## src/rtl/branch_rs_pkg.sv

```systemverilog
// Shared definitions for the branch reservation station: order codes,
// default tag width, CDB bundle widths and the ROB relative-age helper.
package branch_rs_pkg;

    localparam int ORDER_W   = 6;
    localparam int ROB_W_DEF = 4;
    localparam int CDB_TAG_W = ROB_W_DEF;
    localparam int CDB_VAL_W = 32;

    localparam logic [ORDER_W-1:0] ORD_JALR = 6'd12;
    localparam logic [ORDER_W-1:0] ORD_JAL  = 6'd30;
    localparam logic [ORDER_W-1:0] ORD_BEQ  = 6'd31;
    localparam logic [ORDER_W-1:0] ORD_BNE  = 6'd32;
    localparam logic [ORDER_W-1:0] ORD_BLT  = 6'd33;
    localparam logic [ORDER_W-1:0] ORD_BGE  = 6'd34;
    localparam logic [ORDER_W-1:0] ORD_BLTU = 6'd35;
    localparam logic [ORDER_W-1:0] ORD_BGEU = 6'd36;

endpackage

```

## src/rtl/branch_rs_select.sv

```systemverilog
// Oldest-ready picker: a binary min tree over (rob - head) mod 2^ROB_W.
module branch_rs_select
    import branch_rs_pkg::*;
#(
    parameter int RS_SIZE = 4,
    parameter int ROB_W   = ROB_W_DEF,
    parameter int IDX_W   = 2
) (
    input  logic [RS_SIZE-1:0]       i_ready,
    input  logic [RS_SIZE*ROB_W-1:0] i_rob,
    input  logic [ROB_W-1:0]         i_head,
    output logic                     o_found,
    output logic [IDX_W-1:0]         o_idx
);

    // Heap layout: node n has children 2n and 2n+1, leaves start at RS_SIZE.
    always_comb begin : min_tree
        logic             vld [1:2*RS_SIZE-1];
        logic [ROB_W-1:0] age [1:2*RS_SIZE-1];
        logic [IDX_W-1:0] idx [1:2*RS_SIZE-1];
        logic             take_r;
        for (int n = 1; n < 2*RS_SIZE; n++) begin
            vld[n] = 1'b0;
            age[n] = '0;
            idx[n] = '0;
        end
        take_r = 1'b0;
        for (int i = 0; i < RS_SIZE; i++) begin
            vld[RS_SIZE+i] = i_ready[i];
            age[RS_SIZE+i] = i_rob[i*ROB_W +: ROB_W] - i_head;
            idx[RS_SIZE+i] = IDX_W'(i);
        end
        for (int n = RS_SIZE-1; n >= 1; n--) begin
            take_r = vld[2*n+1] && (!vld[2*n] || (age[2*n+1] < age[2*n]));
            vld[n] = vld[2*n] || vld[2*n+1];
            age[n] = take_r ? age[2*n+1] : age[2*n];
            idx[n] = take_r ? idx[2*n+1] : idx[2*n];
        end
        o_found = vld[1];
        o_idx   = idx[1];
    end

endmodule

```

## src/rtl/branch_rs.sv

```systemverilog
// Reservation station for control-flow instructions: holds issued branches,
// snoops the ALU/LSB CDBs and dispatches the oldest ready one per cycle.
module branch_rs
    import branch_rs_pkg::*;
#(
    parameter int RS_SIZE = 4,
    parameter int ROB_W   = ROB_W_DEF,
    parameter int IDX_W   = 2
) (
    input  logic                 clk_in,
    input  logic                 rst_in,
    input  logic                 rdy_in,
    input  logic                 flush_in,
    input  logic [ROB_W-1:0]     rob_head_in,
    input  logic                 iss_valid,
    input  logic [ORDER_W-1:0]   iss_order,
    input  logic [ROB_W-1:0]     iss_rob,
    input  logic [31:0]          iss_vj,
    input  logic [31:0]          iss_vk,
    input  logic                 iss_qj_rdy,
    input  logic                 iss_qk_rdy,
    input  logic [ROB_W-1:0]     iss_qj,
    input  logic [ROB_W-1:0]     iss_qk,
    input  logic [31:0]          iss_imm,
    input  logic [31:0]          iss_pc,
    output logic                 full,
    input  logic                 alu_cdb_valid,
    input  logic [ROB_W-1:0]     alu_cdb_tag,
    input  logic [CDB_VAL_W-1:0] alu_cdb_val,
    input  logic                 lsb_cdb_valid,
    input  logic [ROB_W-1:0]     lsb_cdb_tag,
    input  logic [CDB_VAL_W-1:0] lsb_cdb_val,
    output logic                 ex_valid,
    output logic [ORDER_W-1:0]   ex_order,
    output logic [31:0]          ex_vj,
    output logic [31:0]          ex_vk,
    output logic [31:0]          ex_imm,
    output logic [31:0]          ex_pc,
    output logic [ROB_W-1:0]     ex_rob
);

    logic [RS_SIZE-1:0] r_busy;
    logic [RS_SIZE-1:0] r_qj_rdy;
    logic [RS_SIZE-1:0] r_qk_rdy;
    logic [ORDER_W-1:0] r_order [RS_SIZE];
    logic [ROB_W-1:0]   r_rob   [RS_SIZE];
    logic [ROB_W-1:0]   r_qj    [RS_SIZE];
    logic [ROB_W-1:0]   r_qk    [RS_SIZE];
    logic [31:0]        r_vj    [RS_SIZE];
    logic [31:0]        r_vk    [RS_SIZE];
    logic [31:0]        r_imm   [RS_SIZE];
    logic [31:0]        r_pc    [RS_SIZE];

    logic [RS_SIZE-1:0]       w_cand;
    logic [RS_SIZE*ROB_W-1:0] w_rob_flat;
    logic                     w_found;
    logic [IDX_W-1:0]         w_sel;
    logic [IDX_W-1:0]         w_free_idx;
    logic                     w_iss_ok;
    logic                     w_j_alu, w_j_lsb, w_k_alu, w_k_lsb;
    logic                     w_iss_qj_rdy, w_iss_qk_rdy;
    logic [31:0]              w_iss_vj, w_iss_vk;

    assign full     = &r_busy;
    assign w_iss_ok = iss_valid && !full;

    always_comb begin
        w_free_idx = '0;
        w_rob_flat = '0;
        w_cand     = '0;
        for (int i = RS_SIZE-1; i >= 0; i--) begin
            if (!r_busy[i]) w_free_idx = IDX_W'(i);
        end
        for (int i = 0; i < RS_SIZE; i++) begin
            w_rob_flat[i*ROB_W +: ROB_W] = r_rob[i];
            w_cand[i] = r_busy[i] && r_qj_rdy[i] && r_qk_rdy[i];
        end
    end

    // An operand broadcast in the issue cycle is captured directly, so the
    // entry never waits on a tag that has already gone by.
    assign w_j_alu      = alu_cdb_valid && (alu_cdb_tag == iss_qj);
    assign w_j_lsb      = lsb_cdb_valid && (lsb_cdb_tag == iss_qj);
    assign w_k_alu      = alu_cdb_valid && (alu_cdb_tag == iss_qk);
    assign w_k_lsb      = lsb_cdb_valid && (lsb_cdb_tag == iss_qk);
    assign w_iss_qj_rdy = iss_qj_rdy || w_j_alu || w_j_lsb;
    assign w_iss_qk_rdy = iss_qk_rdy || w_k_alu || w_k_lsb;
    assign w_iss_vj     = iss_qj_rdy ? iss_vj : (w_j_alu ? alu_cdb_val : lsb_cdb_val);
    assign w_iss_vk     = iss_qk_rdy ? iss_vk : (w_k_alu ? alu_cdb_val : lsb_cdb_val);

    branch_rs_select #(
        .RS_SIZE (RS_SIZE),
        .ROB_W   (ROB_W),
        .IDX_W   (IDX_W)
    ) u_select (
        .i_ready (w_cand),
        .i_rob   (w_rob_flat),
        .i_head  (rob_head_in),
        .o_found (w_found),
        .o_idx   (w_sel)
    );

    always_ff @(posedge clk_in or posedge rst_in) begin
        if (rst_in) begin
            r_busy   <= '0;
            r_qj_rdy <= '0;
            r_qk_rdy <= '0;
            for (int i = 0; i < RS_SIZE; i++) begin
                r_order[i] <= '0;
                r_rob[i]   <= '0;
                r_qj[i]    <= '0;
                r_qk[i]    <= '0;
                r_vj[i]    <= '0;
                r_vk[i]    <= '0;
                r_imm[i]   <= '0;
                r_pc[i]    <= '0;
            end
            ex_valid <= 1'b0;
            ex_order <= '0;
            ex_vj    <= '0;
            ex_vk    <= '0;
            ex_imm   <= '0;
            ex_pc    <= '0;
            ex_rob   <= '0;
        end else if (rdy_in) begin
            if (flush_in) begin
                r_busy   <= '0;
                ex_valid <= 1'b0;
            end else begin
                for (int i = 0; i < RS_SIZE; i++) begin
                    if (r_busy[i] && !r_qj_rdy[i]) begin
                        if (alu_cdb_valid && alu_cdb_tag == r_qj[i]) begin
                            r_vj[i]     <= alu_cdb_val;
                            r_qj_rdy[i] <= 1'b1;
                        end else if (lsb_cdb_valid && lsb_cdb_tag == r_qj[i]) begin
                            r_vj[i]     <= lsb_cdb_val;
                            r_qj_rdy[i] <= 1'b1;
                        end
                    end
                    if (r_busy[i] && !r_qk_rdy[i]) begin
                        if (alu_cdb_valid && alu_cdb_tag == r_qk[i]) begin
                            r_vk[i]     <= alu_cdb_val;
                            r_qk_rdy[i] <= 1'b1;
                        end else if (lsb_cdb_valid && lsb_cdb_tag == r_qk[i]) begin
                            r_vk[i]     <= lsb_cdb_val;
                            r_qk_rdy[i] <= 1'b1;
                        end
                    end
                end
                ex_valid <= w_found;
                if (w_found) begin
                    ex_order      <= r_order[w_sel];
                    ex_vj         <= r_vj[w_sel];
                    ex_vk         <= r_vk[w_sel];
                    ex_imm        <= r_imm[w_sel];
                    ex_pc         <= r_pc[w_sel];
                    ex_rob        <= r_rob[w_sel];
                    r_busy[w_sel] <= 1'b0;
                end
                // The free slot is never the dispatching one, so no conflict.
                if (w_iss_ok) begin
                    r_busy[w_free_idx]   <= 1'b1;
                    r_order[w_free_idx]  <= iss_order;
                    r_rob[w_free_idx]    <= iss_rob;
                    r_qj[w_free_idx]     <= iss_qj;
                    r_qk[w_free_idx]     <= iss_qk;
                    r_qj_rdy[w_free_idx] <= w_iss_qj_rdy;
                    r_qk_rdy[w_free_idx] <= w_iss_qk_rdy;
                    r_vj[w_free_idx]     <= w_iss_vj;
                    r_vk[w_free_idx]     <= w_iss_vk;
                    r_imm[w_free_idx]    <= iss_imm;
                    r_pc[w_free_idx]     <= iss_pc;
                end
            end
        end
    end

endmodule

```

## config.mk

```make
export PLATFORM = sky130hd
export DESIGN_NAME = branch_rs
export DESIGN_NICKNAME = d
export VERILOG_FILES = /design/src/rtl/branch_rs_pkg.sv /design/src/rtl/branch_rs_select.sv /design/src/rtl/branch_rs.sv
export SDC_FILE = /design/constraint.sdc
export NUM_CORES = 2
export LEC_CHECK = 0
export CAP_MARGIN = 10
export CORE_AREA = 2 2 278 280
export CTS_BUF_LIST = sky130_fd_sc_hd__clkbuf_4 sky130_fd_sc_hd__clkbuf_8
export CTS_CLUSTER_SIZE = 14
export DETAILED_ROUTE_END_ITERATION = 12
export DIE_AREA = 0 0 280 282
export GPL_TIMING_DRIVEN = 0
export PLACE_DENSITY = 0.81
export SKIP_LAST_GASP = 1
export SYNTH_ARGS = -nofsm -noshare
export SYNTH_HDL_FRONTEND = slang
export SYNTH_SLANG_ARGS = --single-unit
```

## constraint.sdc

```tcl
create_clock -name clk_in -period 36 [get_ports clk_in]
set_clock_uncertainty 0.05 [all_clocks]
set_input_delay 9 -clock clk_in [delete_from_list [all_inputs] [get_ports clk_in]]
set_output_delay 9 -clock clk_in [all_outputs]
set_load 0.005 [all_outputs]
```

## Yosys cells after proc, flatten, opt, wreduce, memory -nomap -nowiden

Index checks and enable logic that the tools add are counted.

- Register bits: 735
- Bits of input ports: 231
- Output and inout port bits: 140
- Word-level logic and storage cells: 292

- Add/subtract/negate cells: 4
- Mux-type cells: 141
- Eq/ne operators: 20
- Reductions and logical operators: 69
- $lt $le $gt $ge: 10
- Bitwise operators: 6

Operator list:

| operator | number |
|---|---|
| $mux W32 | 53 |
| $bwmux W128 | 4 |
| $bmux W32 S2 | 4 |
| $mux W128 | 2 |
| $eq A4 B4 Y1 | 20 |
| $demux W32 S2 | 1 |
| $bwmux W16 | 3 |
| $mux W4 | 12 |
| $mux W1 | 45 |
| $logic_and A1 B1 Y1 | 43 |
| $bwmux W24 | 1 |
| $mux W6 | 3 |
| $sub A4 B4 Y4 | 4 |
| $bmux W6 S2 | 1 |
| $demux W6 S2 | 1 |
| $logic_not A1 Y1 | 12 |
| $lt A4 B4 Y1 | 3 |
| $logic_or A1 B1 Y1 | 10 |
| $mux W2 | 5 |
| $bmux W4 S2 | 1 |
| $bwmux W4 | 2 |
| $demux W4 S2 | 1 |
| $ge A3 B3 Y1 const B | 2 |
| $lt A2 B3 Y1 const B | 2 |
| 11 further kinds | 15 |

## Logic depth before layout (Yosys ltp)

- Word-level depth: 22
- Mapped depth: 24

## Cells and area by module

A second synthesis with hierarchy kept.

- Cells, all modules: 3,776
- Area total of the unflattened synthesis: 39,247.6 um^2

Modules (own cells, without submodules):

| module | sequential area each (um^2) | times used | area an instance (um^2) | cells each |
|---|---|---|---|---|
| branch_rs | 18,392.6 | 1 | 38,321.8 | 3,662 |
| branch_rs_select | 0.0 | 1 | 925.9 | 114 |

## Worst setup path after synthesis

Ideal clock, no wire load.

- Kind: input to register
- Start point: input port rob_head_in[1]
- End point: register ex_order[4]
- Stages on the path: 22
- Library setup time: 0.082 ns
- Buffers on the path: 5
- Data required time: 35.868 ns
- Data arrival time: 12.965 ns
- Path slack: 22.903 ns
- Cells stage by stage: inv_1 -> ha_1 -> a21o_1 -> a21oi_1 -> xnor2_1 -> ha_1 -> o211ai_1 -> o211ai_1 -> and2_1 -> buf_6 -> clkbuf_1 -> clkbuf_1 -> o21ai_0 -> ha_1 -> nand3_1 -> a22oi_1 -> a21oi_1 -> o21ai_1 -> buf_2 -> buf_1 -> nand2_1 -> a31oi_1

- Word-level cells in the longest chain between the ends: 13
- Elaborated cells on any way between the ends: 22
- Those cells by class: 4 x add/sub; 3 x order compare; 8 x mux; 1 x bitwise; 6 x reduce/logical

Ends and longest elaborated chain:

| element | line | RTL |
|---|---|---|
| start, declared | branch_rs.sv:14 | `input logic [ROB_W-1:0] rob_head_in,` |
| $sub A4 B4 Y4 | branch_rs_select.sv:30 | `age[RS_SIZE+i] = i_rob[i*ROB_W +: ROB_W] - i_head;` |
| $lt A4 B4 Y1 | branch_rs_select.sv:34 | `take_r = vld[2*n+1] && (!vld[2*n] \|\| (age[2*n+1] < age[2*n]));` |
| $logic_or A1 B1 Y1 | branch_rs_select.sv:34 |  |
| $logic_and A1 B1 Y1 | branch_rs_select.sv:34 |  |
| $mux W4 | branch_rs_select.sv:36 | `age[n] = take_r ? age[2*n+1] : age[2*n];` |
| $lt A4 B4 Y1 | branch_rs_select.sv:34 |  |
| $logic_or A1 B1 Y1 | branch_rs_select.sv:34 |  |
| $logic_and A1 B1 Y1 | branch_rs_select.sv:34 |  |
| $mux W2 * | branch_rs_select.sv:37 | `idx[n] = take_r ? idx[2*n+1] : idx[2*n];` |
| $not A2 Y3 (implied by the code) * | branch_rs.sv:152 | `ex_order <= r_order[w_sel];` |
| $bmux W6 S2 * | branch_rs.sv:152 |  |
| $mux W6 (implied by the code) * (2 in a row) | branch_rs.sv:152 |  |
| end signal, assigned | branch_rs.sv:152 |  |
| end, declared | branch_rs.sv:34 | `output logic [ORDER_W-1:0] ex_order,` |

Every way passes the cells marked *; elsewhere a longest branch is shown, timed or not. The select of a mux whose other input is x is not followed.
A chain may end at the register's enable or synchronous reset.

## Worst setup path in the final report

- Start point: input port rob_head_in[1]
- End point: register ex_vj[31]

- Word-level cells in the longest chain between the ends: 13
- Elaborated cells on any way between the ends: 22
- Those cells by class: 4 x add/sub; 3 x order compare; 8 x mux; 1 x bitwise; 6 x reduce/logical

Ends and longest elaborated chain:

| element | line | RTL |
|---|---|---|
| $sub A4 B4 Y4 | branch_rs_select.sv:30 |  |
| $lt A4 B4 Y1 | branch_rs_select.sv:34 |  |
| $logic_or A1 B1 Y1 | branch_rs_select.sv:34 |  |
| $logic_and A1 B1 Y1 | branch_rs_select.sv:34 |  |
| $mux W4 | branch_rs_select.sv:36 |  |
| $lt A4 B4 Y1 | branch_rs_select.sv:34 |  |
| $logic_or A1 B1 Y1 | branch_rs_select.sv:34 |  |
| $logic_and A1 B1 Y1 | branch_rs_select.sv:34 |  |
| $mux W2 * | branch_rs_select.sv:37 |  |
| $not A2 Y3 (implied by the code) * | branch_rs.sv:153 | `ex_vj <= r_vj[w_sel];` |
| $bmux W32 S2 * | branch_rs.sv:153 |  |
| $mux W32 (implied by the code) * (2 in a row) | branch_rs.sv:153 |  |
| end signal, assigned | branch_rs.sv:153 |  |
| end, declared | branch_rs.sv:35 | `output logic [31:0] ex_vj,` |

Marks and branches as above.

==> impl_metrics.env <==
export IMPL_comb_power_share_pct=34.4
export IMPL_cp_common_cell="clkbuf_1"
export IMPL_slowest_delay_ns=0.96
export IMPL_root_buffer="clkbuf_8"
export IMPL_fin_hold_ws_ns=0.425
export IMPL_cp_cell_sequence="clkdlybuf4s50_1, inv_1, ha_1, a21o_1, a21oi_1, xnor2_1, ha_1, o211ai_1, o211ai_1, and2_1, buf_6, clkbuf_1, clkbuf_1, o21ai_0, ha_1, nand3_1, a22oi_1, nor2_1, clkbuf_1, clkbuf_1, a31oi_1, a31oi_1"
export IMPL_synth_top_area_share_pct=48.9
export IMPL_synth_distinct_cells=53
export IMPL_die_w_um=280
export IMPL_grt_max_degree=128
export IMPL_fillers=6668
export IMPL_mappedNetlistArea_um2=37600
export IMPL_clock_sinks=735
export IMPL_cts_buffer_depth=3
export IMPL_areaGrowthSynthToFinish_pct=18.8
export IMPL_hold_depth=2
export IMPL_ys_flop_type="dfrtp_1"
export IMPL_drtIter0Drc=5724
export IMPL_viasPerCell=6.28
export IMPL_num_vias=39300
export IMPL_postCtsHoldBufs=0
export IMPL_worstPathArrival_ns=16.19
export IMPL_start_util_pct=49.7
export IMPL_syn_area_per_cell_um2=7.89
export IMPL_firstDrtPassIters=8
export IMPL_tightest_slew_ns=1.34
export IMPL_setup_viol=0
export IMPL_path_buf_inv=7
export IMPL_row_count=101
export IMPL_ys_ff_latch=735
export IMPL_layout_setup_ws_ns=20.46
export IMPL_hold_violations=0
export IMPL_track_usage_pct=37.6
export IMPL_ys_warn_count=0
export IMPL_seqPwrFrac_pct=41.3
export IMPL_drt_wirelength_per_cell_um=24.0
export IMPL_ioPinCount=371
export IMPL_power_share_switching_pct=37.2
export IMPL_cts_made_buffers=121
export IMPL_place_gp_congestion=1.00
export IMPL_final_layout_size_suffix_gt1_share_pct=6.86
export IMPL_post_cts_resized=0
export IMPL_hold_path_class="flop to flop"
export IMPL_drc_errors=0
export IMPL_p_leak_uw=0.0211
export IMPL_drv_slew=0
export IMPL_period_share_pct=43.2
export IMPL_cts_tree="built"
export IMPL_cp_start_kind="primary input"
export IMPL_relSlewSlack_pct=10.5
export IMPL_crit_required_ns=36.64
export IMPL_antenna_found_initial=12
export IMPL_synth_edf_count=0
export IMPL_grt_pass1_wl_mm=225
export IMPL_postCtsSetupBuffers=0
export IMPL_final_antenna_net_count=0
export IMPL_clkTransAtPathRegs_ns=0.06
export IMPL_dp_slack_ns=19.91
export IMPL_critPathMaxFanout=10
export IMPL_io_buffers=289
export IMPL_rsz0062_at_grt="false"
export IMPL_worst_r2r_path_depth=20
export IMPL_die_area_um2=79000
export IMPL_yosys_top_cells_count="nand2_1 (2200), dfrtp_1 (735), a31oi_1 (511), clkbuf_1 (319), o22ai_1 (289)"
export IMPL_synth_largest_area_cell="dfrtp_1"
export IMPL_p_switching_uw=1270
export IMPL_drv_cap=0
export IMPL_p_per_area_nw_per_um2=76.1
export IMPL_power_internal_uw=2130
export IMPL_path_class="primary input to flop"
export IMPL_htree_levels=3
export IMPL_outcome="finished clean"
export IMPL_synth_seq_area_share_pct=48.9
export IMPL_grt_pass1_vias=37600
export IMPL_power_share_clock_pct=24.3
export IMPL_cp_slowest_cell="clkbuf_1"
export IMPL_synthTopCellsByArea="dfrtp_1 (49%), nand2_1 (22%), a31oi_1 (8.5%)"
export IMPL_syn_inst=4762
export IMPL_nets=5440
export IMPL_wl_mm=150
export IMPL_path_delay_family="buffers and inverters"
export IMPL_crit_cells=22
export IMPL_synthesis_nets=5018
export IMPL_core_area_um2=75700
export IMPL_irDropWorstVdd_mv=0.0383
export IMPL_overflow=0
export IMPL_ys_async_sr_fraction_pct=100
export IMPL_end_kind="flop"
export IMPL_fin_crit_ns=15.54
export IMPL_clock_fmax_ghz=0.0643
export IMPL_dpl_hpwl_mm=104
export IMPL_yosysMostFrequentCell="nand2_1"
export IMPL_chipHeight_um=282
export IMPL_clk_latency_ns=0.81
==> per-layer routing <==
metal	part of all wire (%)	routed length (um)	global-route usage, %	up-vias
met1	36	53600	47.3	18600
met5	0.13	197	0.794	-
li1	-	-	-	16900
met2	43	64200	55.6	3146
met3	14	21600	12.6	748
met4	7.2	10800	24.0	14
==> through the flow <==
stage | power, uW | std cells | setup TNS (ns) | cell area, um^2 | utilization (%)
after CTS | 3360 | 6255 | 0 | 44600 | 58.9
after global placement | 2500 | 6029 | -1822.95 | 41700 | 55.1
after detailed placement | 2540 | 6038 | 0 | 41900 | 55.4
after floorplan | 2050 | 4762 | 0 | 37600 | -
after global routing | 3580 | 6258 | 0 | 44600 | 59.0
final | 3400 | 6261 | 0 | 44700 | 59.0
==> worst paths after layout <==
kind,endpoint,slack (ns),start
worst max-delay path,ex_vj[31],20.46,rob_head_in[1]
worst min-delay path,r_imm[79],0.42,r_imm[79]
worst max register to register,ex_vj[31],29.11,r_rob[9]
worst min register to register,r_imm[79],0.42,r_imm[79]
max in group asynchronous,r_vj[12],25.67,rst_in
min in group asynchronous,r_pc[47],8.58,rst_in
==> layout make-up <==
class | instances | area, um^2 | area share [%]
Sequential cell | 735 | 18400 | 41.2
Clock inverter | 23 | 295 | 0.661
Tap cell | 978 | 1220 | 2.74
Buffer | 427 | 1910 | 4.28
Multi-Input combinational cell | 3578 | 17200 | 38.5
Antenna cell | 5 | 12.5 | 0.0280
Timing Repair Buffer | 299 | 3120 | 6.98
Clock buffer | 194 | 2410 | 5.39
Inverter | 22 | 90.1 | 0.202
==> cells in the final DEF, fill, tap and decap left out, types with 34 or more instances in the layout <==
cell / instances
a21oi_1: 37
a31oi_1: 511
buf_2: 64
clkbuf_1: 319
clkbuf_4: 42
clkbuf_8: 152
clkdlybuf4s50_1: 289
dfrtp_1: 735
mux2i_1: 67
nand2_1: 2200
nor2_1: 163
o21ai_0: 35
o21ai_1: 34
o22ai_1: 289
xor2_1: 62
==> worst register-to-register path, stage by stage, from the launching register on <==
cell and delay [ns]:
dfrtp_1 0.44, ha_1 0.29, a21o_1 0.19, a21oi_1 0.19
xnor2_1 0.13, ha_1 0.31, o211ai_1 0.10, o211ai_1 0.24
and2_1 0.18, buf_6 0.18, clkbuf_1 0.76, clkbuf_1 0.53
o21ai_0 0.19, ha_1 0.36, nand3_1 0.10, a22oi_1 0.09
nor2_1 0.54, clkbuf_1 0.96, clkbuf_1 0.62, a31oi_1 0.20
a31oi_1 0.17
==> registers in the layout, summed over array words and instances (netlist names), 6 cells and up <==
| name | flops |
|---|---|
| ex_vk | 32 |
| r_vk | 128 |
| ex_vj | 32 |
| r_vj | 128 |
| r_imm | 128 |
| ex_pc | 32 |
| r_qj | 16 |
| r_order | 24 |
| r_rob | 16 |
| ex_imm | 32 |
| ex_order | 6 |
| r_pc | 128 |
| r_qk | 16 |
==> power by group through the flow <==
stage / registers, uW / logic [uW] / clock network, uW
floorplan: 1350 / 702 / 0
global placement: 1400 / 1100 / 0
detailed placement: 1400 / 1140 / 0
CTS: 1390 / 1150 / 823
global route: 1430 / 1290 / 862
finish: 1400 / 1170 / 826
==> logic make-up (layout without fill, tap and decap cells) <==
group           after synthesis  in the layout  share of synthesized area [%]
other cells                   0              5                              0
compound gates              973            973                           16.3
xor+xnor                     89             89                           2.07
mux                          67             67                           1.78
flops                       735            735                           48.9
simple gates               2424           2424                           24.7
buf+inv                     449            965                           5.31
fa+ha+maj                    25             25                          0.912
Power figures use the tool's default switching activity.
